[config.mk]
export PLATFORM = sky130hd
export DESIGN_NAME = counter_sched_flat
export DESIGN_NICKNAME = d
export VERILOG_FILES = /design/src/rtl/counter_sched_if.sv /design/src/rtl/counter_sched.sv /design/src/flat_wrapper.sv
export SDC_FILE = /design/constraint.sdc
export NUM_CORES = 1
export LEC_CHECK = 0
export ABC_AREA = 1
export CELL_PAD_IN_SITES_DETAIL_PLACEMENT = 0
export CELL_PAD_IN_SITES_GLOBAL_PLACEMENT = 1
export CORE_UTILIZATION = 36
export DETAILED_ROUTE_END_ITERATION = 7
export PLACE_DENSITY_LB_ADDON = 0.3
export SLEW_MARGIN = 20
export SYNTH_ARGS = -nofsm -noshare
export SYNTH_HDL_FRONTEND = slang
export SYNTH_SLANG_ARGS = --single-unit
[constraint.sdc]
create_clock -name clk -period 5.4 [get_ports clk]
set_input_delay 0.54 -clock clk [delete_from_list [all_inputs] [get_ports clk]]
set_output_delay 0.54 -clock clk [all_outputs]
set_load 0.03 [all_outputs]
[src/rtl/counter_sched_if.sv]
// Request/grant bundle between the requesters and the shared-counter scheduler.
interface counter_sched_if #(
  parameter int unsigned NREQ  = 4,
  parameter int unsigned WIDTH = 8,
  parameter int unsigned IDW   = 2
) ();

  logic [NREQ-1:0]       req;
  logic [NREQ*WIDTH-1:0] len;
  logic [NREQ-1:0]       gnt;
  logic                  busy;
  logic [WIDTH-1:0]      value;
  logic                  done;
  logic [IDW-1:0]        done_id;

  // Requester side
  modport master (
    output req, len,
    input  gnt, busy, value, done, done_id
  );

  // Scheduler side
  modport slave (
    input  req, len,
    output gnt, busy, value, done, done_id
  );

endinterface

[src/rtl/counter_sched.sv]
// Round-robin scheduler time-sharing one interval counter among NREQ requesters.
// A granted requester gets a run of len cycles (len=0 behaves as len=1), ending
// in a one-cycle done pulse tagged with its index. Dropping req mid-run aborts.
module counter_sched #(
  parameter int unsigned NREQ  = 4,
  parameter int unsigned WIDTH = 8,
  parameter int unsigned IDW   = 2
) (
  input logic             clk,
  input logic             reset,
  counter_sched_if.slave  bus
);

  typedef enum logic [1:0] {StIdle, StRun, StDone} state_e;

  state_e           state_q, state_d;
  logic [NREQ-1:0]  gnt_q, gnt_d;
  logic [WIDTH-1:0] value_q, value_d;
  logic [WIDTH-1:0] len_q, len_d;
  logic [IDW-1:0]   ptr_q, ptr_d;
  logic [IDW-1:0]   win_q, win_d;
  logic             done_q, done_d;
  logic [IDW-1:0]   done_id_q, done_id_d;

  logic             found;
  logic [IDW-1:0]   winner;
  logic [IDW-1:0]   arb_idx;
  logic             terminal;
  logic [WIDTH-1:0] len_arr [NREQ];

  for (genvar g = 0; g < NREQ; g++) begin : g_len
    assign len_arr[g] = bus.len[g*WIDTH +: WIDTH];
  end

  // Circular priority search starting at ptr; scanning downward lets the
  // lowest offset from ptr be the last (winning) assignment.
  always_comb begin
    found   = 1'b0;
    winner  = '0;
    arb_idx = '0;
    for (int i = int'(NREQ) - 1; i >= 0; i--) begin
      arb_idx = IDW'((int'(ptr_q) + i) % NREQ);
      if (bus.req[arb_idx]) begin
        found  = 1'b1;
        winner = arb_idx;
      end
    end
  end

  // Run ends on the cycle whose successor would reach len_q; len_q=0 is a one-cycle run.
  assign terminal = (len_q == '0) || ((value_q + WIDTH'(1)) == len_q);

  // Next-state and registered-output logic.
  always_comb begin
    state_d   = state_q;
    gnt_d     = gnt_q;
    value_d   = value_q;
    len_d     = len_q;
    ptr_d     = ptr_q;
    win_d     = win_q;
    done_d    = 1'b0;
    done_id_d = done_id_q;
    unique case (state_q)
      StIdle: begin
        value_d = '0;
        gnt_d   = '0;
        if (found) begin
          state_d = StRun;
          gnt_d   = NREQ'(1) << winner;
          len_d   = len_arr[winner];
          ptr_d   = IDW'((int'(winner) + 1) % NREQ);
          win_d   = winner;
        end
      end
      StRun: begin
        if (!bus.req[win_q]) begin
          // Abort beats terminal: no done pulse.
          state_d = StIdle;
          gnt_d   = '0;
          value_d = '0;
        end else if (terminal) begin
          state_d   = StDone;
          gnt_d     = '0;
          done_d    = 1'b1;
          done_id_d = win_q;
        end else begin
          value_d = value_q + WIDTH'(1);
        end
      end
      StDone: begin
        state_d = StIdle;
        value_d = '0;
      end
      default: begin
        state_d = StIdle;
        gnt_d   = '0;
        value_d = '0;
      end
    endcase
  end

  // State register with synchronous active-low reset.
  always_ff @(posedge clk) begin
    if (!reset) begin
      state_q   <= StIdle;
      gnt_q     <= '0;
      value_q   <= '0;
      len_q     <= '0;
      ptr_q     <= '0;
      win_q     <= '0;
      done_q    <= 1'b0;
      done_id_q <= '0;
    end else begin
      state_q   <= state_d;
      gnt_q     <= gnt_d;
      value_q   <= value_d;
      len_q     <= len_d;
      ptr_q     <= ptr_d;
      win_q     <= win_d;
      done_q    <= done_d;
      done_id_q <= done_id_d;
    end
  end

  assign bus.gnt     = gnt_q;
  assign bus.busy    = (state_q != StIdle);
  assign bus.value   = value_q;
  assign bus.done    = done_q;
  assign bus.done_id = done_id_q;

endmodule

[src/flat_wrapper.sv]
// flat-port wrapper written by rule: the top's interface ports become plain ports
module counter_sched_flat 
#(
  parameter int unsigned NREQ  = 4,
  parameter int unsigned WIDTH = 8,
  parameter int unsigned IDW   = 2
)
  (clk, reset, bus_req, bus_len, bus_gnt, bus_busy, bus_value, bus_done, bus_done_id);
  counter_sched_if #(.NREQ(NREQ), .WIDTH(WIDTH), .IDW(IDW)) bus_i ();
  input logic clk;
  input logic reset;
  input wire logic [$bits(bus_i.req)-1:0] bus_req;
  input wire logic [$bits(bus_i.len)-1:0] bus_len;
  output wire logic [$bits(bus_i.gnt)-1:0] bus_gnt;
  output wire logic [$bits(bus_i.busy)-1:0] bus_busy;
  output wire logic [$bits(bus_i.value)-1:0] bus_value;
  output wire logic [$bits(bus_i.done)-1:0] bus_done;
  output wire logic [$bits(bus_i.done_id)-1:0] bus_done_id;
  assign bus_i.req = bus_req;
  assign bus_i.len = bus_len;
  assign bus_gnt = bus_i.gnt;
  assign bus_busy = bus_i.busy;
  assign bus_value = bus_i.value;
  assign bus_done = bus_i.done;
  assign bus_done_id = bus_i.done_id;
  counter_sched #(.NREQ(NREQ), .WIDTH(WIDTH), .IDW(IDW)) u_core (.clk(clk), .reset(reset), .bus(bus_i));
endmodule
-- Word level (Yosys, flattened, before mapping)
Index checks and enable logic that the tools add are counted.
- register bits after elaboration: 29
- input port bits: 38
- $add $sub $neg: 5
- order comparisons: 6
- equal/unequal tests: 5
- shift operators: 1
- muxes and demuxes: 30
- bitwise logic cells: 2
- reduce and logical (&&, ||, !) cells: 9
- operators with widths (operator ; count):
    $bmux 8 s2 ; 1
    $mux 8 ; 2
    $lt 2x3->1 const B ; 5
    $mux 2 ; 7
    $mux 4 ; 3
    $pmux 4 s3 ; 1
    $bmux 1 s2 ; 5
    $mux 1 ; 10
    $add 8x1->8 const B ; 1
    $eq 8x8->1 ; 1
    $logic_not 8->1 ; 1
    $reduce_and 2->1 ; 3
    $reduce_and 3->1 ; 2
    $add 2x1->2 const B ; 2
    $add 2x2->2 const B ; 2
    $pmux 2 s2 ; 1
    $shl 1x2->4 const A ; 1
    $ge 3x3->1 const B ; 1
    $ne 3x2->1 const B ; 1
    $not 2->3 ; 1
    $eq 2x1->1 const B ; 1
    $eq 2x2->1 const B ; 1
    $logic_not 2->1 ; 1
    $ne 2x1->1 const B ; 1
    other kinds (3) ; 3

-- Logic depth before layout (Yosys ltp)
- depth after elaboration: 11
- gate-level depth with buffers: 16
- depth with buffers taken out: 15

-- Least setup slack after synthesis
Ideal clock, no wire load.
- kind: reg-to-reg
- start: register u_core.value_q[0], in the netlist u_core.bus.value[0]
- end: register u_core.done_id_q[0], in the netlist u_core.bus.done_id[0]
- setup time: 0.113 ns
- data arrival time: 1.892 ns
- path slack: 3.394 ns
- stages on the path, launching flop included: 15
- buffers on the path: 0
- clock period less this slack: 2.006 ns
- path through: dfxtp_1 ha_1 nand2_1 nor2_2 nand2_1 nand2_1 nand2_1 nand2_1 nand2_1 nor2_1 nand3_1 nand2_2 nand2_2 o21ai_1 nor2_1
- longest elaborated chain between the ends: 4
- ends and longest elaborated chain (item ; line ; RTL):
    start, declared ; counter_sched.sv:18 ; logic [WIDTH-1:0] value_q, value_d;
    start signal, assigned ; counter_sched.sv:116 ; value_q <= value_d;
    $add 8x1->8 ; counter_sched.sv:51 ; assign terminal = (len_q == '0) || ((value_q + WIDTH'(1)) == len_q);
    $eq 8x8->1 ; counter_sched.sv:51 ;
    $logic_or 1x1->1 ; counter_sched.sv:51 ;
    $reduce_and 3->1 (no line) ; -- ;
    end signal, assigned ; counter_sched.sv:121 ; done_id_q <= done_id_d;
    end, declared ; counter_sched.sv:23 ; logic [IDW-1:0] done_id_q, done_id_d;
Every way passes these cells.
A chain may end at the register's enable or synchronous reset.

-- Worst setup path in the final report
- start: input bus_req[3]
- end: register u_core.gnt_q[0], in the netlist u_core.bus.gnt[0]
- longest elaborated chain between the ends: 9
- elaborated cells on any way between the ends: 24
- classes of those cells: 1 x eq/ne; 1 x shift; 21 x mux; 1 x reduce/logical
- ends and longest elaborated chain (item ; line ; RTL):
    start, declared ; flat_wrapper.sv:12 ; input wire logic [$bits(bus_i.req)-1:0] bus_req;
    $bmux 1 s2 ; counter_sched.sv:43 ; if (bus.req[arb_idx]) begin
    $mux 1 (implied by the code) ; counter_sched.sv:43 ;
    $mux 2 (4 in a row) ; counter_sched.sv:43 ;
    $shl 1x2->4 ; counter_sched.sv:69 ; gnt_d = NREQ'(1) << winner;
    $mux 4 ; counter_sched.sv:67 ; if (found) begin
    $pmux 4 s3 ; counter_sched.sv:63 ; unique case (state_q)
    end signal, assigned ; counter_sched.sv:115 ; gnt_q <= gnt_d;
    end, declared ; counter_sched.sv:17 ; logic [NREQ-1:0] gnt_q, gnt_d;
Parallel ways exist; a longest one is shown, timed or not. The select of a mux whose other input is x is not followed.

==> impl_metrics.toml <==
[grt]
grt_pass1_vias = 1997
grt_overflow_total = 0
grtUsageMet3 = 0.0365
grt_use_met1 = 0.236
antenna_found_initial = 0
grt.busiest_layer = "met2"
grt_usage = 0.185
grt_start_max_net_pins = 20
met2_usage = 0.304
grt_pass1_wl_um = 8940

[clocking]
root_buffer = "clkbuf_8"
cts_setup_buffers = 0
clk-insertion-delay-late_ns = 0.29
ctsHoldBuffers = 0
cts_made_buffers = 5
htree_levels = 2
clock_path_buffers = 2
tritoncts = "done"
clk_pin_slew_worst_paths_ns = 0.06
cts.repair.resized = 0
clock_sinks = 29

[cells_and_area]
n_antenna_cell = 0
postLayoutCellArea_um2 = 2710
fin_nets = 436
utilization = 0.493
synthToLayoutAreaGrowth_pct = 31.9
final_layout_size_suffix_gt1_frac = 0.0609
final_cells = 466

[logic_synthesis]
synth_edf_count = 0
syn_nets = 382
synth_top_area_frac = 0.282
yosysTopAreaCell = "dfxtp_1"
synth_area_leaders = "dfxtp_1 (28%), nand2_1 (17%), nand3_1 (12%), inv_1 (11%), nor2_1 (4.7%)"
synthDistinctLibCells = 29
synthTopCellsByCount = "nand2_1 (93), inv_1 (61), nand3_1 (51), dfxtp_1 (29), nor2_1 (26)"
ys_seq_area_frac = 0.282
syn_area_per_cell_um2 = 6.07
synth_ff_type = "dfxtp_1"
post_synth_inst_count = 339
yosys_register_bits = 29
ys_async_sr_fraction = 0
yosysWarnings = 0
synth_area_um2 = 2060
synth.most_common_cell = "nand2_1"

[timing]
worst_slew_pin_slew_ns = 0.529
period_minus_slack_ns = 2.40
slew_headroom = 0.646
final_max_slew_viol_count = 0
holdWs_ns = 0.478
setup_viol = 0
fin_setup_tns_ns = 0
skew_ns = 0.00806
setup_ws_ns = 3.00
hold_viol_final = 0
fmax_ghz = 0.416
timing.final.crit_share = 0.445
rsz0062_at_grt = "false"

[power_and_ir_drop]
powerDensity_nw_per_um2 = 511
power_leakage_nw = 1.28
total_power_mw = 1.39
ir_drop_mv = 0.251

[status]
outcome = "finished, final reports clean"

[worst_hold_path]
min-delay-path-class = "reg2reg"

[critical_path]
crit_type = "in2reg"
crit_path_frequent_cell = "nand2_1"
endpoint_kind = "register"
arrival_ns = 2.58
crit_required_ns = 5.57
slowest_stage = "clkdlybuf4s50_1"
path_cells = "clkdlybuf4s50_1 -> inv_1 -> nand2_1 -> o21ai_1 -> o21ai_0 -> inv_2 -> nand2_2 -> nand2_4 -> nand2_4 -> inv_2 -> ha_1 -> nand2_1 -> nand3_1 -> nand2_1 -> nor2_1"
path_max_fanout = 19
start_kind = "input pin"
slowest_delay_ns = 0.45
rrSetupSlack_ns = 3.08

[drt]
drc = 0
antenna_left = 0
via_per_inst = 4.64
routedWlPerCell_um = 10.8
finalWirelength_um = 5060
drt-initial-drc-count = 80
drt_pre_antenna_iters = 4
vias = 2164

[floorplan]
dieWidth_um = 77.6
coreArea_um2 = 5510
pin_count = 54
fp.dieH_um = 77.6
start_util = 0.374
die-area_um2 = 6020
rows = 27

[place]
io_buffers = 53
dp_slack_ns = 2.72
dpl.cell_count = 458
placedInstanceArea_um2 = 2630
dp_hpwl_um = 3940
gp_congestion = 0.836

[job]
drv_cap = 0
[layout make-up]
cell class                 count  area, um2
fill                         570       2790
clock buffer                   8       80.1
tap                           72       90.1
inverter                      66        248
multi-input combinational    238       1180
sequential                    29        581
timing repair buffer          53        531
[layer usage]
layer	part of all wire	wire length, um
met2	0.46	2320
met3	0.036	181
met1	0.49	2470
met5	0	0
met4	0.016	82
[cell usage in the layout, fill, tap and decap left out, types with 2 or more instances in the layout]
master	n
a21oi_1	17
clkbuf_1	3
clkbuf_8	5
clkdlybuf4s50_1	53
dfxtp_1	29
ha_1	5
inv_1	61
inv_2	4
nand2_1	93
nand2_2	4
nand2_4	2
nand3_1	51
nand3_2	2
nand3b_1	9
nor2_1	26
nor2_2	3
nor4_1	2
o211ai_1	2
o21ai_0	4
o21ai_1	6
o21ai_2	2
o21bai_1	3
xnor2_1	2
[path summary, 6_finish.rpt]
path | startpoint | end | depth (start not counted)
min reg2reg | u_core.bus.done_id[0]$_SDFFE_PN0P_ | u_core.bus.done_id[0]$_SDFFE_PN0P_ | 2
min | u_core.bus.done_id[0]$_SDFFE_PN0P_ | u_core.bus.done_id[0]$_SDFFE_PN0P_ | 2
max | bus_req[3] | u_core.bus.gnt[0]$_SDFFE_PN0P_ | 15
max reg2reg | u_core.ptr_q[0]$_SDFFE_PN0P_ | u_core.bus.gnt[0]$_SDFFE_PN0P_ | 12
[report_power, final]
part	total, mW	switching [mW]	leakage [nW]	internal [mW]
registers	0.340	0.0656	0.238	0.275
clock network	0.171	0.0796	0.0395	0.0913
logic	0.875	0.562	1.01	0.313
total	1.39	0.707	1.28	0.679
[critical path, delay by kind of cell]
family                   cells  cell delay (ns)
AND/OR/NAND/NOR              8             0.78
AO/OA/AOI/OAI                2             0.37
adder cells (fa/ha/maj)      1             0.19
buffers and inverters        4             0.67
[flip-flops by register name, summed over array words and instances, names as in the netlist]
name                flops
u_core.bus.value        8
u_core.len_q            8
u_core.bus.done         1
u_core.state_q          2
u_core.win_q            2
u_core.bus.gnt          4
u_core.ptr_q            2
u_core.bus.done_id      2
[kinds of logic (layout without fill, tap and decap cells)]
| group | Yosys count | after routing | synth area share |
|---|---|---|---|
| buffers and inverters | 72 | 127 | 0.142 |
| adder cells (fa/ha/maj) | 5 | 5 | 0.0304 |
| AO/OA/AOI/OAI | 34 | 34 | 0.0924 |
| AND/OR/NAND/NOR | 197 | 197 | 0.444 |
| flip-flops | 29 | 29 | 0.282 |
| XOR/XNOR | 2 | 2 | 0.00851 |
No activity file was read; power rests on OpenSTA's default activity.
